`src/rtl/square_wave_meter.sv`:
```
// Square-wave meter: synchronises an asynchronous square wave and measures its
// period (rise to rise) and high time (rise to fall) in clk cycles. Each
// completed period is published with a one-cycle valid strobe. A missing
// rising edge for TIMEOUT cycles drops lock and raises timeout.
module square_wave_meter #(
    parameter int unsigned      WIDTH   = 32,
    parameter logic [WIDTH-1:0] TIMEOUT = WIDTH'(1000000)
) (
    input  logic             clk,
    input  logic             rst,
    input  logic             sw,
    output logic [WIDTH-1:0] period,
    output logic [WIDTH-1:0] high_time,
    output logic             valid,
    output logic             locked,
    output logic             timeout
);

    typedef enum logic [1:0] {
        StIdle,
        StArmed,
        StLocked
    } state_e;

    state_e state_q, state_d;

    logic s1_q, s2_q, s3_q;
    logic rise, fall;

    logic [WIDTH-1:0] cnt_q;
    logic [WIDTH-1:0] hcap_q;

    logic [WIDTH-1:0] period_q, period_d;
    logic [WIDTH-1:0] high_time_q, high_time_d;
    logic             valid_q, valid_d;
    logic             locked_q, locked_d;
    logic             timeout_q, timeout_d;

    logic             cnt_expired;

    // Two-flop synchroniser plus one history flop for edge detection.
    always_ff @(posedge clk or negedge rst) begin
        if (!rst) begin
            s1_q <= 1'b0;
            s2_q <= 1'b0;
            s3_q <= 1'b0;
        end else begin
            s1_q <= sw;
            s2_q <= s1_q;
            s3_q <= s2_q;
        end
    end

    assign rise = s2_q & ~s3_q;
    assign fall = ~s2_q & s3_q;

    // Cycle counter: restarts at 1 on a rise so its value at an event equals
    // the number of cycles since that rise; saturates instead of wrapping.
    always_ff @(posedge clk or negedge rst) begin
        if (!rst) begin
            cnt_q <= '0;
        end else if (rise) begin
            cnt_q <= WIDTH'(1);
        end else if (cnt_q != '1) begin
            cnt_q <= cnt_q + WIDTH'(1);
        end
    end

    // High-time capture on the falling edge; always precedes the next rise.
    always_ff @(posedge clk or negedge rst) begin
        if (!rst) begin
            hcap_q <= '0;
        end else if (fall) begin
            hcap_q <= cnt_q;
        end
    end

    assign cnt_expired = (cnt_q == TIMEOUT);

    // State and registered outputs.
    always_ff @(posedge clk or negedge rst) begin
        if (!rst) begin
            state_q     <= StIdle;
            period_q    <= '0;
            high_time_q <= '0;
            valid_q     <= 1'b0;
            locked_q    <= 1'b0;
            timeout_q   <= 1'b0;
        end else begin
            state_q     <= state_d;
            period_q    <= period_d;
            high_time_q <= high_time_d;
            valid_q     <= valid_d;
            locked_q    <= locked_d;
            timeout_q   <= timeout_d;
        end
    end

    // Next-state and output logic; a rise takes priority over expiry.
    always_comb begin
        state_d     = state_q;
        period_d    = period_q;
        high_time_d = high_time_q;
        valid_d     = 1'b0;
        locked_d    = locked_q;
        timeout_d   = timeout_q;
        unique case (state_q)
            StIdle: begin
                if (rise) begin
                    state_d   = StArmed;
                    timeout_d = 1'b0;
                end
            end
            StArmed: begin
                if (rise) begin
                    state_d     = StLocked;
                    period_d    = cnt_q;
                    high_time_d = hcap_q;
                    valid_d     = 1'b1;
                    locked_d    = 1'b1;
                end else if (cnt_expired) begin
                    state_d   = StIdle;
                    timeout_d = 1'b1;
                end
            end
            StLocked: begin
                if (rise) begin
                    period_d    = cnt_q;
                    high_time_d = hcap_q;
                    valid_d     = 1'b1;
                end else if (cnt_expired) begin
                    state_d   = StIdle;
                    locked_d  = 1'b0;
                    timeout_d = 1'b1;
                end
            end
            default: begin
                state_d = StIdle;
            end
        endcase
    end

    assign period    = period_q;
    assign high_time = high_time_q;
    assign valid     = valid_q;
    assign locked    = locked_q;
    assign timeout   = timeout_q;

endmodule
```
`config.mk`:
```
export PLATFORM = sky130hd
export DESIGN_NAME = square_wave_meter
export DESIGN_NICKNAME = d
export VERILOG_FILES = /design/src/rtl/square_wave_meter.sv
export SDC_FILE = /design/constraint.sdc
export NUM_CORES = 1
export LEC_CHECK = 0
export CAP_MARGIN = 20
export CELL_PAD_IN_SITES_DETAIL_PLACEMENT = 1
export CELL_PAD_IN_SITES_GLOBAL_PLACEMENT = 1
export CORE_MARGIN = 5
export CORE_UTILIZATION = 49
export CTS_CLUSTER_DIAMETER = 60
export CTS_CLUSTER_SIZE = 12
export DETAILED_ROUTE_END_ITERATION = 6
export PLACE_DENSITY = 0.91
export RECOVER_POWER = 100
export SYNTH_ARGS = -nofsm -noshare
export SYNTH_HDL_FRONTEND = slang
export SYNTH_SLANG_ARGS = --single-unit
```
`constraint.sdc`:
```
create_clock -name clk -period 3.7 [get_ports clk]
set_input_delay 0.925 -clock clk [delete_from_list [all_inputs] [get_ports clk]]
set_output_delay 0.925 -clock clk [all_outputs]
set_load 0.005 [all_outputs]
```
==> results of run 1 <==
metrics by stage:
step	hold slack [ns]	power [µW]	cell area (µm²)	utilization, %	setup WS, ns
2_1_floorplan	0.3312	1980	5857	-	1.810
3_3_place_gp	0.3421	2185	6649	56.05	1.488
3_5_place_dp	0.3537	2239	6649	56.05	1.305
4_1_cts	0.3672	3824	7202	60.72	1.247
5_1_grt	0.3729	3914	7167	60.42	0.7056
6_report	0.3620	3768	7167	60.42	0.8931
placed cells by master, fill, tap and decap left out, drive strengths merged, types with 6 or more instances in the layout:
master,count
o21ai,29
inv,8
or3,15
nor4,7
dfrtp,136
ha,6
or4,6
nor2,16
nor3,8
nand4,13
a21oi,20
mux2,87
dlygate4sd3,68
nand3,8
nand2,35
clkinv,6
clkbuf,26
cell families after synthesis:
logic type / Yosys count / synth area share [%]
flip-flops: 136 / 58.11
adder cells (fa/ha/maj): 6 / 1.282
XOR/XNOR: 6 / 0.8974
AO/OA/AOI/OAI: 73 / 7.776
multiplexers: 88 / 16.90
buffers and inverters: 38 / 2.969
AND/OR/NAND/NOR: 124 / 12.07
sequential cells by signal, indices dropped and copies added (netlist names):
register	flops
s3_q	1
hcap_q	32
state_q	2
high_time	32
valid	1
locked	1
timeout	1
period	32
s2_q	1
cnt_q	32
s1_q	1
Yosys cell counts, types with 3 or more instances:
cell / n
sky130_fd_sc_hd__buf_2: 6
sky130_fd_sc_hd__xor2_1: 3
sky130_fd_sc_hd__clkbuf_1: 14
sky130_fd_sc_hd__buf_1: 6
sky130_fd_sc_hd__xnor2_1: 3
sky130_fd_sc_hd__nand3_1: 8
sky130_fd_sc_hd__nor3_1: 7
sky130_fd_sc_hd__mux2_2: 87
sky130_fd_sc_hd__o2111ai_1: 3
sky130_fd_sc_hd__ha_1: 6
sky130_fd_sc_hd__nand4_1: 11
sky130_fd_sc_hd__or3_1: 15
sky130_fd_sc_hd__and4_1: 4
sky130_fd_sc_hd__nor4_1: 5
sky130_fd_sc_hd__buf_6: 3
sky130_fd_sc_hd__dfrtp_1: 136
sky130_fd_sc_hd__or4_1: 6
sky130_fd_sc_hd__o21ai_0: 22
sky130_fd_sc_hd__inv_1: 8
sky130_fd_sc_hd__o21ai_1: 5
sky130_fd_sc_hd__a31oi_1: 5
sky130_fd_sc_hd__nor2_1: 16
sky130_fd_sc_hd__nand2_1: 35
sky130_fd_sc_hd__a21oi_1: 20
sky130_fd_sc_hd__and2_1: 4
power breakdown:
part / switching, µW / total [µW] / internal [µW]
Sequential: 106 / 1700 / 1590
Combinational: 250 / 488 / 238
Clock: 613 / 1580 / 972
Total: 968 / 3770 / 2800
routing by layer:
layer	vias to the layer above	global-route usage [%]	part of all wire (%)
li1	1834	-	-
met1	2212	29.32	40
met2	134	41.82	54
met3	26	4.606	3.7
met4	0	8.805	2.3
met5	-	0	0
area by class of cell:
| class | instances | area, µm² |
|---|---|---|
| Clock inverter | 8 | 71.32 |
| Tap cell | 147 | 183.9 |
| Inverter | 8 | 30.03 |
| Fill cell | 1215 | 4695 |
| Multi-Input combinational cell | 297 | 2260 |
| Timing Repair Buffer | 73 | 737.0 |
| Sequential cell | 136 | 3403 |
| Clock buffer | 24 | 481.7 |
worst min path at each step:
stage	end	slack [ns]	cells after the start
global placement	s2_q$_DFF_PN0_	0.34	0
global route	s2_q$_DFF_PN0_	0.37	0
floorplan	s2_q$_DFF_PN0_	0.33	0
CTS	s2_q$_DFF_PN0_	0.37	0
finish	s2_q$_DFF_PN0_	0.36	0
detailed placement	s2_q$_DFF_PN0_	0.35	0
==> results.py, run 1 <==
metrics = {
    "run_status": {
        "status": "complete, but fails checks",
        "failing_checks": "capacitance limit, slew limit",
    },
    "timing": {
        "max_slew.worst_pin.slew_ns": 2.161,
        "timing.max_slew.rel_slack_pct": -44.06,
        "tns_ns": 0,
        "fmax_mhz": 356.3,
        "slew_violations": 117,
        "timing.final.crit_share_pct": 75.86,
        "grt_setup_unrepaired": "false",
        "layout_min_cycle_time_ns": 2.807,
        "setup_viol": 0,
        "finClkSkew_ns": 0.006461,
        "final_hold_viol_count": 0,
    },
    "critical_path": {
        "timing.critical_path.from": "cnt_q[26]$_DFFE_PN0P_",
        "timing_worst_setup_path_type": "flop to flop",
        "ff2ff_setup_slack_ns": 0.89,
        "setup.worst_path.end_class": "flop",
        "crit_path_top_delay_cell": "sky130_fd_sc_hd__o21ai_0",
        "cp_top_family": "compound AO/OA/AOI/OAI gates",
        "worst_ep_arrival_time_ns": 3.15,
        "critical-path-top-cell-by-count": "sky130_fd_sc_hd__o21ai_0",
        "timing.critical_path.to": "cnt_q[20]$_DFFE_PN0P_",
        "crit_cells": 5,
        "worst-endpoint-required_ns": 4.04,
        "worst_r2r_endpoint": "cnt_q[20]$_DFFE_PN0P_",
        "crit_path_cell_chain": "nand4_1, or4_1, o21ai_0, o21ai_0, a21oi_1",
        "critical_path_buf_inv_count": 0,
        "worst_r2r_startpoint": "cnt_q[26]$_DFFE_PN0P_",
        "critPathMaxStageDelay_ns": 0.83,
        "critical_path.max_fanout": 10,
        "start_kind": "flop",
        "r2r.worst_path.cells": 5,
    },
    "power_and_ir_drop": {
        "power_per_cell_area_nw_per_um2": 525.8,
        "p_leak_uw": 0.003541,
        "irDropWorstVdd_v": 0.0002650,
    },
    "floorplanning": {
        "die_wd_um": 119.3,
        "standard_cell_row_count": 40,
        "die_area_um2": 14240,
        "start_util_pct": 49.38,
        "die_height_um": 119.3,
        "number_of_top_level_pins": 70,
        "core_area_um2": 11860,
    },
    "synthesis": {
        "synthDominantAreaCellType": "sky130_fd_sc_hd__dfrtp_1",
        "yosys.area.top_type_share_pct": 58.11,
        "ys_async_sr_fraction_pct": 100.0,
        "synth-seq-cells": 136,
        "synth_seq_area_share_pct": 58.11,
        "postSynthCellCount": 471,
        "synth_warnings": 0,
        "synth_top_flop_cell": "sky130_fd_sc_hd__dfrtp_1",
        "syn-mean-instance-area_um2": 12.43,
        "top_cells_by_area_synth": "sky130_fd_sc_hd__dfrtp_1 (58%), sky130_fd_sc_hd__mux2_2 (17%), sky130_fd_sc_hd__nand2_1 (2.2%)",
        "syn_nets": 480,
        "mappedNetlistArea_um2": 5857,
        "synth_enable_flop_cells": 0,
        "post_synth_num_cell_types": 48,
    },
    "clock_network": {
        "cts_post_setup_buffers_inserted": 0,
        "cts_hold_buf": 0,
        "clock_latency_late_sink_ns": 0.42,
        "cts_num_sinks": 136,
        "tritoncts": "done",
        "clkTransAtPathRegs_ns": 0.06,
        "max-clock-path-buffers": 2,
        "h-tree-depth": 4,
        "cts_buffers": 17,
        "post_cts_resized": 0,
        "root_buffer": "sky130_fd_sc_hd__clkbuf_16",
    },
    "cells_and_area": {
        "nets": 542,
        "antenna-diode-count": 0,
        "final_layout_size_suffix_gt1_share_pct": 21.43,
        "final-instance-count-excl-fill": 693,
        "area_growth_pct": 22.37,
    },
    "detailed_routing": {
        "drcViolationCount": 0,
        "dr.pass1.iters": 4,
        "via_per_inst": 6.069,
        "wire_per_inst_um": 23.10,
        "route.antenna.remaining_nets": 0,
        "postRouteWirelength_mm": 16.01,
        "dr_vias": 4206,
        "dr_iter_0_viols": 249,
    },
    "global_routing": {
        "grt_first_pass_wirelength_mm": 26.37,
        "grt_pass1_vias": 4650,
        "grt.total_usage_pct": 23.89,
        "number_of_antenna_violations_at_the_first_check_in_global_routing": 0,
        "grt_max_degree": 86,
        "gr-total-overflow": 0,
    },
    "placement": {
        "routabilityCongestion": 0.9088,
        "placed_cells_incl_taps": 661,
        "numPortBuffers": 69,
        "hpwl_mm": 10.49,
    },
    "min_path": {
        "hold_class": "flop to flop",
        "holdCritStartpoint": "s1_q$_DFF_PN0_",
    },
    "run": {
        "max_cap_viol_count": 2,
    },
}
No activity file was read; power rests on OpenSTA's default activity.
==> inputs of run 2 (changes only) <==
CORE_UTILIZATION = 45   (was 49)
PLACE_DENSITY = 0.85   (was 0.91)
clock period = 2.9 ns   (was 3.7 ns; I/O delays follow)
==> run 2 against run 1 <==
The flow still finishes with violations (capacitance limit, slew limit). First-iteration DRC count fell by 11%. Design area rose by 1.1%. Critical path depth did not move. Count of clock-buffer cells in the layout rose by 1. Die area rose by 8.1%. Core utilization fell by 3.3 points. Non-clock buffer count rose by 2. Sequential power rose by 27%. Combinational power rose by 26%. Critical endpoint is now cnt_q[1]$_DFFE_PN0P_.
==> results.py, run 2 (same netlist as run 1, synthesis figures left out) <==
metrics = {
    "timing": {
        "max_slew.worst_pin.slew_ns": 1.979,
        "slew_violations": 116,
        "finClkSkew_ns": 0.01182,
        "setup_viol": 0,
        "final_hold_viol_count": 0,
        "timing.max_slew.rel_slack_pct": -31.94,
        "tns_ns": 0,
        "timing.final.crit_share_pct": 88.35,
        "fmax_mhz": 390.3,
        "grt_setup_unrepaired": "false",
        "layout_min_cycle_time_ns": 2.562,
    },
    "global_routing": {
        "grt_first_pass_wirelength_mm": 25.57,
        "grt_max_degree": 79,
        "grt_pass1_vias": 4569,
        "number_of_antenna_violations_at_the_first_check_in_global_routing": 0,
        "gr-total-overflow": 0,
        "grt.total_usage_pct": 22.12,
    },
    "cells_and_area": {
        "commonest_non_fill_non_tap_cells_in_the_layout": "sky130_fd_sc_hd__dfrtp_1 (136), sky130_fd_sc_hd__mux2_2 (83), sky130_fd_sc_hd__dlygate4sd3_1 (68)",
        "area_growth_pct": 23.67,
        "final_core_util_pct": 57.16,
        "antenna-diode-count": 0,
        "layout_fillers": 1308,
        "final_layout_size_suffix_gt1_share_pct": 23.18,
        "nets": 544,
        "layout.cells.most_common": "sky130_fd_sc_hd__dfrtp_1",
    },
    "power_and_ir_drop": {
        "report.power.total_uw": 4979,
        "power_per_cell_area_nw_per_um2": 687.4,
        "irDropWorstVdd_v": 0.0003374,
        "p_leak_uw": 0.003536,
    },
    "critical_path": {
        "start_kind": "flop",
        "critical_path.max_fanout": 12,
        "worst-endpoint-required_ns": 3.18,
        "timing_worst_setup_path_type": "flop to flop",
        "worst_ep_arrival_time_ns": 2.84,
        "ff2ff_setup_slack_ns": 0.34,
        "setup.worst_path.end_class": "flop",
    },
    "floorplanning": {
        "number_of_top_level_pins": 70,
        "start_util_pct": 46.22,
        "die_height_um": 124.1,
        "standard_cell_row_count": 41,
        "die_wd_um": 124.1,
        "die_area_um2": 15400,
        "core_area_um2": 12670,
    },
    "min_path": {
        "hold_class": "flop to flop",
    },
    "detailed_routing": {
        "dr_wl_met2_mm": 7.901,
        "wire_per_inst_um": 21.40,
        "dr_vias": 4128,
        "dr_iter_0_viols": 222,
        "met1Wirelength_mm": 6.373,
        "drcViolationCount": 0,
        "dr.pass1.iters": 4,
        "via_per_inst": 5.733,
        "route.antenna.remaining_nets": 0,
        "topRoutingLayerUsed": "met4",
        "postRouteWirelength_mm": 15.41,
        "wl_met3_um": 736,
    },
    "clock_network": {
        "tritoncts": "done",
        "cts_num_sinks": 136,
        "root_buffer": "sky130_fd_sc_hd__clkbuf_16",
        "h-tree-depth": 4,
        "post_cts_resized": 0,
        "max-clock-path-buffers": 2,
        "cts_post_setup_buffers_inserted": 0,
        "clkTransAtPathRegs_ns": 0.06,
        "clock_latency_late_sink_ns": 0.42,
        "cts_hold_buf": 0,
        "cts_buffers": 17,
    },
    "placement": {
        "numPortBuffers": 69,
        "routabilityCongestion": 0.9005,
        "hpwl_mm": 10.12,
    },
    "run": {
        "max_cap_viol_count": 2,
    },
    "run_status": {
        "status": "complete, but fails checks",
        "failing_checks": "capacitance limit, slew limit",
    },
}
==> run 2: final timing paths <==
check	to	depth (start not counted)	startpoint
hold reg to reg	s2_q$_DFF_PN0_	0	s1_q$_DFF_PN0_
hold / removal	s2_q$_DFF_PN0_	0	s1_q$_DFF_PN0_
max in group asynchronous	high_time[20]$_DFFE_PN0P_	2	rst
min in group asynchronous	hcap_q[28]$_DFFE_PN0P_	1	rst
setup reg to reg	cnt_q[1]$_DFFE_PN0P_	5	cnt_q[21]$_DFFE_PN0P_
setup / recovery	cnt_q[1]$_DFFE_PN0P_	5	cnt_q[21]$_DFFE_PN0P_
==> run 2: metrics by stage <==
step / area [µm²] / hold slack [ns] / setup WS (ns) / std cells
after floorplan: 5857 / 0.3312 / 1.010 / 471
after detailed placement: 6685 / 0.3582 / 0.5286 / 688
final: 7243 / 0.3601 / 0.3380 / 720
after CTS: 7287 / 0.3671 / 0.3820 / 720
after global placement: 6685 / 0.3343 / 0.6797 / 688
after global routing: 7243 / 0.3703 / 0.1567 / 720
==> run 2: critical path: stages, from the launching register on <==
cell,delay (ns)
sky130_fd_sc_hd__dfrtp_1,0.50
sky130_fd_sc_hd__nand4_1,0.27
sky130_fd_sc_hd__or4_1,0.68
sky130_fd_sc_hd__nor3_2,0.66
sky130_fd_sc_hd__mux2i_1,0.26
sky130_fd_sc_hd__nor2_1,0.05
==> run 2: cell type report <==
class	instances	area (µm²)	area share, %
timing repair buffer	75	735.7	10.16
inverter	8	30.03	0.4146
clock inverter	7	116.4	1.606
clock buffer	25	485.5	6.702
sequential	136	3403	46.99
tap	172	215.2	2.971
multi-input combinational	297	2257	31.16
==> run 2: layer usage <==
layer / vias up / GRT usage [%]
li1: 1846 / -
met1: 2149 / 27.47
met2: 106 / 37.26
met3: 27 / 4.995
met4: 0 / 9.309
met5: - / 0
==> run 2: power breakdown <==
group          switching [µW]  internal [µW]  total, µW
clock                     785           1420       2210
combinational             315            299        613
sequential                130           2030       2160
